--- src/rtl/fsm_pp_pkg.sv ---
// Shared definitions for the serial-pattern practice blocks.
// Holds the 2-bit state encoding of the word feeder and the default word width
// and idle gap that the detector benches reuse.
package fsm_pp_pkg;

    localparam logic [1:0] IDLE  = 2'd0;
    localparam logic [1:0] SHIFT = 2'd1;
    localparam logic [1:0] GAP   = 2'd2;

    typedef enum logic [1:0] {
        StIdle  = IDLE,
        StShift = SHIFT,
        StGap   = GAP,
        StBad   = 2'd3
    } state_e;

    localparam int unsigned DefaultWidth = 8;
    localparam int unsigned DefaultGap   = 1;

endpackage

--- src/rtl/serial_word_feeder_if.sv ---
// Handshake and serial-output bundle of the word feeder.
//   din/din_valid/din_ready : parallel word handshake (upstream -> feeder)
//   w/w_valid               : serial bit stream and its data qualifier
//   busy/word_done          : status, word_done pulses with the last bit
// master = upstream/consumer side, slave = the feeder itself.
interface serial_word_feeder_if #(
    parameter int unsigned WIDTH = fsm_pp_pkg::DefaultWidth
);
    logic [WIDTH-1:0] din;
    logic             din_valid;
    logic             din_ready;
    logic             w;
    logic             w_valid;
    logic             busy;
    logic             word_done;

    modport master (
        output din, din_valid,
        input  din_ready, w, w_valid, busy, word_done
    );

    modport slave (
        input  din, din_valid,
        output din_ready, w, w_valid, busy, word_done
    );
endinterface

--- src/rtl/serial_word_feeder.sv ---
// Parallel-to-serial word feeder for the pattern detectors.
// Accepts a word on a valid/ready handshake, emits it one bit per clock on w
// (w_valid high on data cycles), then inserts GAP idle cycles of zeros.
// Ports:
//   Clk : rising-edge clock
//   Rst : asynchronous active-low reset
//   bus : serial_word_feeder_if.slave (din, din_valid, din_ready, w, w_valid,
//         busy, word_done)
module serial_word_feeder
    import fsm_pp_pkg::*;
#(
    parameter int unsigned WIDTH     = DefaultWidth,
    parameter bit          MSB_FIRST = 1'b1,
    parameter int unsigned GAP       = DefaultGap
) (
    input logic                 Clk,
    input logic                 Rst,
    serial_word_feeder_if.slave bus
);

    localparam int unsigned CntW = $clog2(WIDTH);
    localparam logic [CntW-1:0] LastCnt = CntW'(WIDTH - 1);
    localparam logic [3:0] GapLast = 4'((GAP > 0) ? GAP - 1 : 0);

    state_e           state_q, state_d;
    logic [WIDTH-1:0] sreg_q, sreg_d;
    logic [CntW-1:0]  bit_cnt_q, bit_cnt_d;
    logic [3:0]       gap_cnt_q, gap_cnt_d;
    logic             w_q, w_d;
    logic             w_valid_q, w_valid_d;
    logic             word_done_q, word_done_d;
    // Holds din_ready low until the first edge after reset release.
    logic             rst_done_q;
    logic             din_ready;
    logic             accept;

    function automatic logic head_bit(input logic [WIDTH-1:0] x);
        return MSB_FIRST ? x[WIDTH-1] : x[0];
    endfunction

    function automatic logic [WIDTH-1:0] drop_head(input logic [WIDTH-1:0] x);
        return MSB_FIRST ? (x << 1) : (x >> 1);
    endfunction

    always_comb begin
        din_ready = 1'b0;
        if (rst_done_q) begin
            if (state_q == StIdle) begin
                din_ready = 1'b1;
            end else if (GAP == 0 && state_q == StShift && bit_cnt_q == LastCnt) begin
                din_ready = 1'b1;
            end
        end
    end

    assign accept = bus.din_valid & din_ready;

    always_comb begin
        state_d     = state_q;
        sreg_d      = sreg_q;
        bit_cnt_d   = bit_cnt_q;
        gap_cnt_d   = gap_cnt_q;
        w_d         = 1'b0;
        w_valid_d   = 1'b0;
        word_done_d = 1'b0;

        case (state_q)
            StIdle: begin
                if (accept) begin
                    state_d   = StShift;
                    bit_cnt_d = '0;
                    // First bit is registered out at the accept edge itself.
                    w_d       = head_bit(bus.din);
                    w_valid_d = 1'b1;
                    sreg_d    = drop_head(bus.din);
                end
            end
            StShift: begin
                if (bit_cnt_q != LastCnt) begin
                    bit_cnt_d   = bit_cnt_q + 1'b1;
                    w_d         = head_bit(sreg_q);
                    w_valid_d   = 1'b1;
                    word_done_d = (bit_cnt_q + 1'b1) == LastCnt;
                    sreg_d      = drop_head(sreg_q);
                end else if (GAP > 0) begin
                    state_d   = StGap;
                    gap_cnt_d = '0;
                end else if (accept) begin
                    bit_cnt_d = '0;
                    w_d       = head_bit(bus.din);
                    w_valid_d = 1'b1;
                    sreg_d    = drop_head(bus.din);
                end else begin
                    state_d = StIdle;
                end
            end
            StGap: begin
                if (gap_cnt_q == GapLast) begin
                    state_d   = StIdle;
                    gap_cnt_d = '0;
                end else begin
                    gap_cnt_d = gap_cnt_q + 1'b1;
                end
            end
            default: begin
                state_d   = StIdle;
                sreg_d    = '0;
                bit_cnt_d = '0;
                gap_cnt_d = '0;
            end
        endcase
    end

    always_ff @(posedge Clk or negedge Rst) begin
        if (!Rst) begin
            state_q     <= StIdle;
            sreg_q      <= '0;
            bit_cnt_q   <= '0;
            gap_cnt_q   <= '0;
            w_q         <= 1'b0;
            w_valid_q   <= 1'b0;
            word_done_q <= 1'b0;
            rst_done_q  <= 1'b0;
        end else begin
            state_q     <= state_d;
            sreg_q      <= sreg_d;
            bit_cnt_q   <= bit_cnt_d;
            gap_cnt_q   <= gap_cnt_d;
            w_q         <= w_d;
            w_valid_q   <= w_valid_d;
            word_done_q <= word_done_d;
            rst_done_q  <= 1'b1;
        end
    end

    assign bus.din_ready = din_ready;
    assign bus.w         = w_q;
    assign bus.w_valid   = w_valid_q;
    assign bus.word_done = word_done_q;
    assign bus.busy      = (state_q == StShift) || (state_q == StGap);

endmodule

--- src/flat_wrapper.sv ---
// flat-port wrapper written by rule: the top's interface ports become plain ports
module serial_word_feeder_flat import fsm_pp_pkg::*;
#(
    parameter int unsigned WIDTH     = DefaultWidth,
    parameter bit          MSB_FIRST = 1'b1,
    parameter int unsigned GAP       = DefaultGap
)
  (Clk, Rst, bus_din, bus_din_valid, bus_din_ready, bus_w, bus_w_valid, bus_busy, bus_word_done);
  serial_word_feeder_if #(.WIDTH(WIDTH)) bus_i ();
  input logic Clk;
  input logic Rst;
  input wire logic [$bits(bus_i.din)-1:0] bus_din;
  input wire logic [$bits(bus_i.din_valid)-1:0] bus_din_valid;
  output wire logic [$bits(bus_i.din_ready)-1:0] bus_din_ready;
  output wire logic [$bits(bus_i.w)-1:0] bus_w;
  output wire logic [$bits(bus_i.w_valid)-1:0] bus_w_valid;
  output wire logic [$bits(bus_i.busy)-1:0] bus_busy;
  output wire logic [$bits(bus_i.word_done)-1:0] bus_word_done;
  assign bus_i.din = bus_din;
  assign bus_i.din_valid = bus_din_valid;
  assign bus_din_ready = bus_i.din_ready;
  assign bus_w = bus_i.w;
  assign bus_w_valid = bus_i.w_valid;
  assign bus_busy = bus_i.busy;
  assign bus_word_done = bus_i.word_done;
  serial_word_feeder #(.WIDTH(WIDTH), .MSB_FIRST(MSB_FIRST), .GAP(GAP)) u_core (.Clk(Clk), .Rst(Rst), .bus(bus_i));
endmodule
--- config.mk ---
export PLATFORM = sky130hd
export DESIGN_NAME = serial_word_feeder_flat
export DESIGN_NICKNAME = d
export VERILOG_FILES = /design/src/rtl/fsm_pp_pkg.sv /design/src/rtl/serial_word_feeder_if.sv /design/src/rtl/serial_word_feeder.sv /design/src/flat_wrapper.sv
export SDC_FILE = /design/constraint.sdc
export NUM_CORES = 1
export LEC_CHECK = 0
export ABC_AREA = 0
export CAP_MARGIN = 20
export CORE_ASPECT_RATIO = 1.25
export CORE_MARGIN = 2
export CORE_UTILIZATION = 44
export CTS_BUF_LIST = sky130_fd_sc_hd__clkbuf_8
export DETAILED_ROUTE_END_ITERATION = 8
export PLACE_DENSITY = 0.65
export SLEW_MARGIN = 20
export SYNTH_ARGS = -nofsm -noshare
export SYNTH_HDL_FRONTEND = slang
export SYNTH_SLANG_ARGS = --single-unit
--- constraint.sdc ---
create_clock -name Clk -period 2.4 [get_ports Clk]
set_clock_uncertainty 0.05 [all_clocks]
set_input_delay 0.48 -clock Clk [delete_from_list [all_inputs] [get_ports Clk]]
set_output_delay 0.48 -clock Clk [all_outputs]
set_load 0.1 [all_outputs]
Yosys cells after proc, flatten, opt, wreduce, memory -nomap -nowiden --
Cells that the tools add are included.
Cells by class: add/subtract/negate cells 2, equality and inequality tests 8, muxes and demuxes 23, bitwise logic cells 3, reductions and logical operators 6
Operators with widths (number):
- 8-bit case mux with 3 select lines | 1
- 8-bit 2-to-1 mux | 2
- 4-bit case mux with 3 select lines | 1
- 3-bit case mux with 3 select lines | 1
- 1-bit 2-to-1 mux | 8
- 4-bit 2-to-1 mux | 2
- 2-bit 2-to-1 mux | 3
- 3-bit 2-to-1 mux | 2
- 2-bit by 1-bit inequality test with 1-bit output, second input constant | 3
- 2-bit case mux with 3 select lines | 1
- 3-bit AND reduction | 2
- 4-bit by 1-bit adder with 4-bit output, second input constant | 1
- 4-bit zero test | 1
- 1-bit case mux with 2 select lines | 2
- 3-bit by 1-bit adder with 3-bit output, second input constant | 1
- 3-bit == test, second input constant | 1
- 3-bit inequality test, second input constant | 1
- 2-bit by 1-bit == test with 1-bit output, second input constant | 1
- 2-bit == test, second input constant | 1
- 2-bit zero test | 1
- 2-bit inequality test, second input constant | 1
- 1-bit NOT | 2
- 2-bit AND reduction | 1
- 1-bit bitwise AND | 1
- 1-bit logical OR | 1
Storage, ports and cells: register bits after elaboration 21, input port bits 11, output and inout port bits 5, word-level logic and storage cells 50

Depth between registers and ports, before layout --
word-level depth 6, mapped depth 7, mapped depth without buffers 5

Worst setup path after synthesis --
No wires, ideal clock.
path type flip-flop to output port, start reg u_core.state_q[0], end out bus_busy, arrival 1.240 ns, data required time 1.870 ns, setup slack 0.630 ns, cell stages (with the launch flop) 3, buffers on the path 0, path through dfrtp_1 inv_1 ha_1
Between the ends: longest elaborated chain between the ends 2, elaborated cells on any way between the ends 3, classes of those cells 2 x eq/ne; 1 x reduce/logical
RTL lines:
- start, declared | line serial_word_feeder.sv:25 | state_e state_q, state_d;
- start signal, assigned | line serial_word_feeder.sv:116 | state_q <= StIdle;
- start signal, assigned | line serial_word_feeder.sv:125 | state_q <= state_d;
- 2-bit by 1-bit == test with 1-bit output or 2-bit == test (tied branches) | line serial_word_feeder.sv:140 | assign bus.busy = (state_q == StShift) || (state_q == StGap);
- 1-bit logical OR (*) | line serial_word_feeder.sv:140
- end, declared | line flat_wrapper.sv:17 | output wire logic [$bits(bus_i.busy)-1:0] bus_busy;
Every way passes the cells marked *; elsewhere a longest branch is shown, timed or not.

Worst setup path in the final report --
start reg u_core.state_q[0], end out bus_din_ready
Between the ends: longest elaborated chain between the ends 3
RTL lines:
- 2-bit zero test | line serial_word_feeder.sv:48 | if (state_q == StIdle) begin
- 1-bit 2-to-1 mux | line serial_word_feeder.sv:48
- 1-bit 2-to-1 mux | line serial_word_feeder.sv:47 | if (rst_done_q) begin
- end, declared | line flat_wrapper.sv:14 | output wire logic [$bits(bus_i.din_ready)-1:0] bus_din_ready;
Every way passes these cells.

==> run_summary.xml <==
<?xml version="1.0" encoding="UTF-8"?>
<metrics>
  <group name="global_routing">
    <metric name="grt_pass1_wl" unit="mm">3.67</metric>
    <metric name="grt_pass1_vias" unit="">885</metric>
    <metric name="globalRouteTotalUtil" unit="%">16.1</metric>
    <metric name="grt_max_degree" unit="">21</metric>
    <metric name="globalRouteOverflowTotal" unit="">0</metric>
    <metric name="grt_antenna_before_repair" unit="">0</metric>
  </group>
  <group name="clocking">
    <metric name="cts_max_level" unit="">1</metric>
    <metric name="clkLatencyLatePin" unit="ns">0.26</metric>
    <metric name="clkTransAtPathRegs" unit="ns">0.07</metric>
    <metric name="cts.repair_timing.setup_buffer_count" unit="">0</metric>
    <metric name="tritoncts_clock_tree" unit="">yes</metric>
    <metric name="cts-resized-gates" unit="">0</metric>
    <metric name="cts-root-to-sink-buffers" unit="">2</metric>
    <metric name="tritoncts_num_sinks" unit="">20</metric>
    <metric name="clock-root-buffer" unit="">clkbuf_8</metric>
    <metric name="numCtsBuffers" unit="">3</metric>
    <metric name="hold_buffers" unit="">0</metric>
  </group>
  <group name="die">
    <metric name="die_h" unit="um">60.6</metric>
    <metric name="die_w" unit="um">49.3</metric>
    <metric name="fp.dieArea" unit="um^2">2980</metric>
    <metric name="placement_rows" unit="">20</metric>
    <metric name="core_region_area" unit="um^2">2430</metric>
    <metric name="initial_utilization" unit="%">46.4</metric>
    <metric name="design.portCount" unit="">16</metric>
  </group>
  <group name="layout">
    <metric name="sequential_cell_area" unit="um^2">500</metric>
    <metric name="multiInputGateArea" unit="um^2">557</metric>
    <metric name="synthToLayoutAreaGrowth" unit="%">21.0</metric>
    <metric name="layout_commonest_cell" unit="">dfrtp_1</metric>
    <metric name="post-route-util" unit="%">56.1</metric>
    <metric name="antenna_cells" unit="">0</metric>
    <metric name="layout-drive-gt1-share" unit="%">21.7</metric>
    <metric name="layout.cells.most_common_list" unit="">20 x dfrtp_1, 10 x clkdlybuf4s50_1, 8 x inv_1, 8 x ha_1</metric>
    <metric name="fillerInstances" unit="">229</metric>
    <metric name="nNetsFinal" unit="">136</metric>
  </group>
  <group name="worst_setup_path">
    <metric name="timing.reg2reg.worst_path_depth" unit="">4</metric>
    <metric name="worst_path_cell_with_the_longest_stage_delay" unit="">dfrtp_1</metric>
    <metric name="setup.worst_path.start_class" unit="">flop</metric>
    <metric name="timing.rr.start" unit="">u_core.state_q[1]</metric>
    <metric name="crit_chain" unit="">inv_1, ha_1, buf_4, and2_2, buf_12</metric>
    <metric name="peak_per_stage_delay_on_the_critical_path" unit="ns">0.41</metric>
    <metric name="crit-reg2reg-capture" unit="">u_core.sreg_q[4]</metric>
    <metric name="critPathRequiredTime" unit="ns">1.87</metric>
    <metric name="cpLargestDelayFamily" unit="">buffers and inverters</metric>
    <metric name="worst-r2r-setup-slack" unit="ns">0.51</metric>
    <metric name="endpoint_kind_of_the_worst_setup_timing_path" unit="">output port</metric>
    <metric name="crit_fanout" unit="">17</metric>
    <metric name="cp.arrival" unit="ns">1.61</metric>
    <metric name="crit_buf_inv" unit="">3</metric>
    <metric name="setup.worst_path.class" unit="">reg2out</metric>
  </group>
  <group name="placed_design">
    <metric name="finalWeightedCongestion" unit="">0.728</metric>
    <metric name="place.port_buffers" unit="">15</metric>
    <metric name="detailed_place_hpwl" unit="mm">1.54</metric>
  </group>
  <group name="route">
    <metric name="met2_length" unit="mm">1.14</metric>
    <metric name="finalWirelength" unit="mm">2.11</metric>
    <metric name="routed.top_layer" unit="">met4</metric>
    <metric name="drt-met1-wl" unit="um">891</metric>
    <metric name="vias_per_cell" unit="">5.41</metric>
    <metric name="wl_per_cell" unit="um">14.3</metric>
    <metric name="number_of_nets_with_antenna_violations_after_routing" unit="">0</metric>
    <metric name="drtPass1Iterations" unit="">3</metric>
    <metric name="drt-initial-drc-count" unit="">11</metric>
    <metric name="drt_drc_violations_left" unit="">0</metric>
    <metric name="detailroute.wirelength.met3" unit="um">49</metric>
    <metric name="dr_total_vias" unit="">800</metric>
  </group>
  <group name="logic_synthesis">
    <metric name="synth_edf_count" unit="">0</metric>
    <metric name="synthDistinctLibCells" unit="">29</metric>
    <metric name="synth_fp_nets" unit="">118</metric>
    <metric name="synth_sequential_area_ratio" unit="%">44.4</metric>
    <metric name="synth_top_flop_cell" unit="">dfrtp_1</metric>
    <metric name="synth.yosys.warnings" unit="">0</metric>
    <metric name="ys_top_cells_by_area" unit="">dfrtp_1 44%, ha_1 8.9%, mux2_4 8.0%</metric>
    <metric name="synth_area_leader_cell" unit="">dfrtp_1</metric>
    <metric name="post_synth_instance_area" unit="um^2">1130</metric>
    <metric name="synth_seq_cells" unit="">20</metric>
    <metric name="synthesis.instances" unit="">99</metric>
    <metric name="syn_area_per_cell" unit="um^2">11.4</metric>
    <metric name="synth_largest_type_area_fraction" unit="%">44.4</metric>
    <metric name="asyncSetResetFlopFracSynth" unit="%">100</metric>
  </group>
  <group name="flow_run">
    <metric name="max_cap_violations" unit="">0</metric>
  </group>
  <group name="power">
    <metric name="power.density" unit="nW/um^2">1130</metric>
    <metric name="internal-power" unit="uW">909</metric>
    <metric name="power_frac_seq" unit="%">32.5</metric>
    <metric name="power.leakage" unit="nW">0.650</metric>
    <metric name="power.switching_fraction" unit="%">41.1</metric>
    <metric name="vdd_drop_max" unit="mV">0.573</metric>
    <metric name="net_load_switching_power" unit="uW">634</metric>
    <metric name="power_frac_comb" unit="%">53.5</metric>
    <metric name="power_frac_clock" unit="%">14.0</metric>
  </group>
  <group name="timing">
    <metric name="setup_total_negative_slack" unit="ns">0</metric>
    <metric name="grt_setup_unrepaired" unit="">false</metric>
    <metric name="report.final.hold_viol_count" unit="">0</metric>
    <metric name="setup_viol" unit="">0</metric>
    <metric name="fmax" unit="MHz">466</metric>
    <metric name="post_layout_minimum_cycle_time" unit="ns">2.14</metric>
    <metric name="fin_crit_sh" unit="%">89.4</metric>
    <metric name="slew_viol_final" unit="">0</metric>
  </group>
  <group name="min_path">
    <metric name="hold-path-cell-count" unit="">1</metric>
    <metric name="hold_path.startpoint" unit="">u_core.sreg_q[7]</metric>
    <metric name="min_to" unit="">u_core.bus.w</metric>
    <metric name="min-delay-path-class" unit="">reg2reg</metric>
  </group>
  <group name="status">
    <metric name="run_status" unit="">completed</metric>
  </group>
</metrics>
[power groups by stage]
stage	clock, mW	sequential, mW	combinational [mW]
after floorplan	0	0.608	0.528
after global placement	0	0.507	0.811
after detailed placement	0	0.509	0.831
after CTS	0.222	0.502	0.836
after global routing	0.232	0.515	0.884
final	0.215	0.502	0.826
[stage by stage]
stage               area [um^2]  hold WS [ns]  worst slack (ns)  instances  power [mW]
finish                     1360         0.460             0.255        148        1.54
global route               1360         0.488             0.157        148        1.63
CTS                        1360         0.458             0.243        148        1.56
detailed placement         1320         0.442             0.268        145        1.34
global placement           1320         0.447             0.314        145        1.32
floorplan                  1130         0.134             0.630         99        1.14
[layout make-up]
class	count	area share, %
Tap cell	33	3.03
Sequential cell	20	36.7
Clock buffer	3	3.03
Inverter	8	2.20
Multi-Input combinational cell	65	40.9
Timing Repair Buffer	19	14.1
[worst max path at each step]
stage / depth (start not counted) / start / end
after floorplan: 2 / u_core.state_q[0] / bus_busy
after global placement: 4 / bus_din_valid / u_core.sreg_q[4]
after detailed placement: 4 / bus_din_valid / u_core.sreg_q[6]
after CTS: 5 / u_core.state_q[0] / bus_din_ready
after global routing: 5 / u_core.state_q[0] / bus_din_ready
final: 5 / u_core.state_q[0] / bus_din_ready
[cell families (layout without fill, tap and decap cells)]
logic type               count (synthesis)  count (layout)  share of synthesized area [%]
multiplexers                             8               8                           9.78
flip-flops                              20              20                           44.4
other                                    1               1                          0.333
buffers and inverters                   14              30                           6.11
AO/OA/AOI/OAI                           23              23                           17.0
adder cells (fa/ha/maj)                  8               8                           8.89
AND/OR/NAND/NOR                         25              25                           13.4
[registers in the layout, indices dropped and copies added (netlist names)]
name / count
u_core.bit_cnt_q: 3
u_core.bus.w: 1
u_core.bus.word_done: 1
u_core.gap_cnt_q: 4
u_core.bus.w_valid: 1
u_core.rst_done_q: 1
u_core.state_q: 2
u_core.sreg_q: 7
[synthesized netlist by cell type, types with 2 or more instances]
cell type / count
mux2i_1: 2
o31ai_1: 3
ha_1: 8
dfrtp_1: 20
nand3_1: 7
inv_1: 8
nor2b_1: 2
or4_1: 3
clkbuf_1: 3
mux2_4: 6
o32a_1: 2
buf_6: 2
nand2b_1: 3
o21ai_0: 6
nand4b_1: 2
a211oi_1: 2
nand2_1: 4
a22o_2: 5
[routing by layer]
metal	track usage [%]	vias to the layer above
met3	2.71	2
met2	31.1	7
met1	17.2	400
met5	0	-
met4	7.35	0
li1	-	391
No activity file was read; power rests on OpenSTA's default activity.
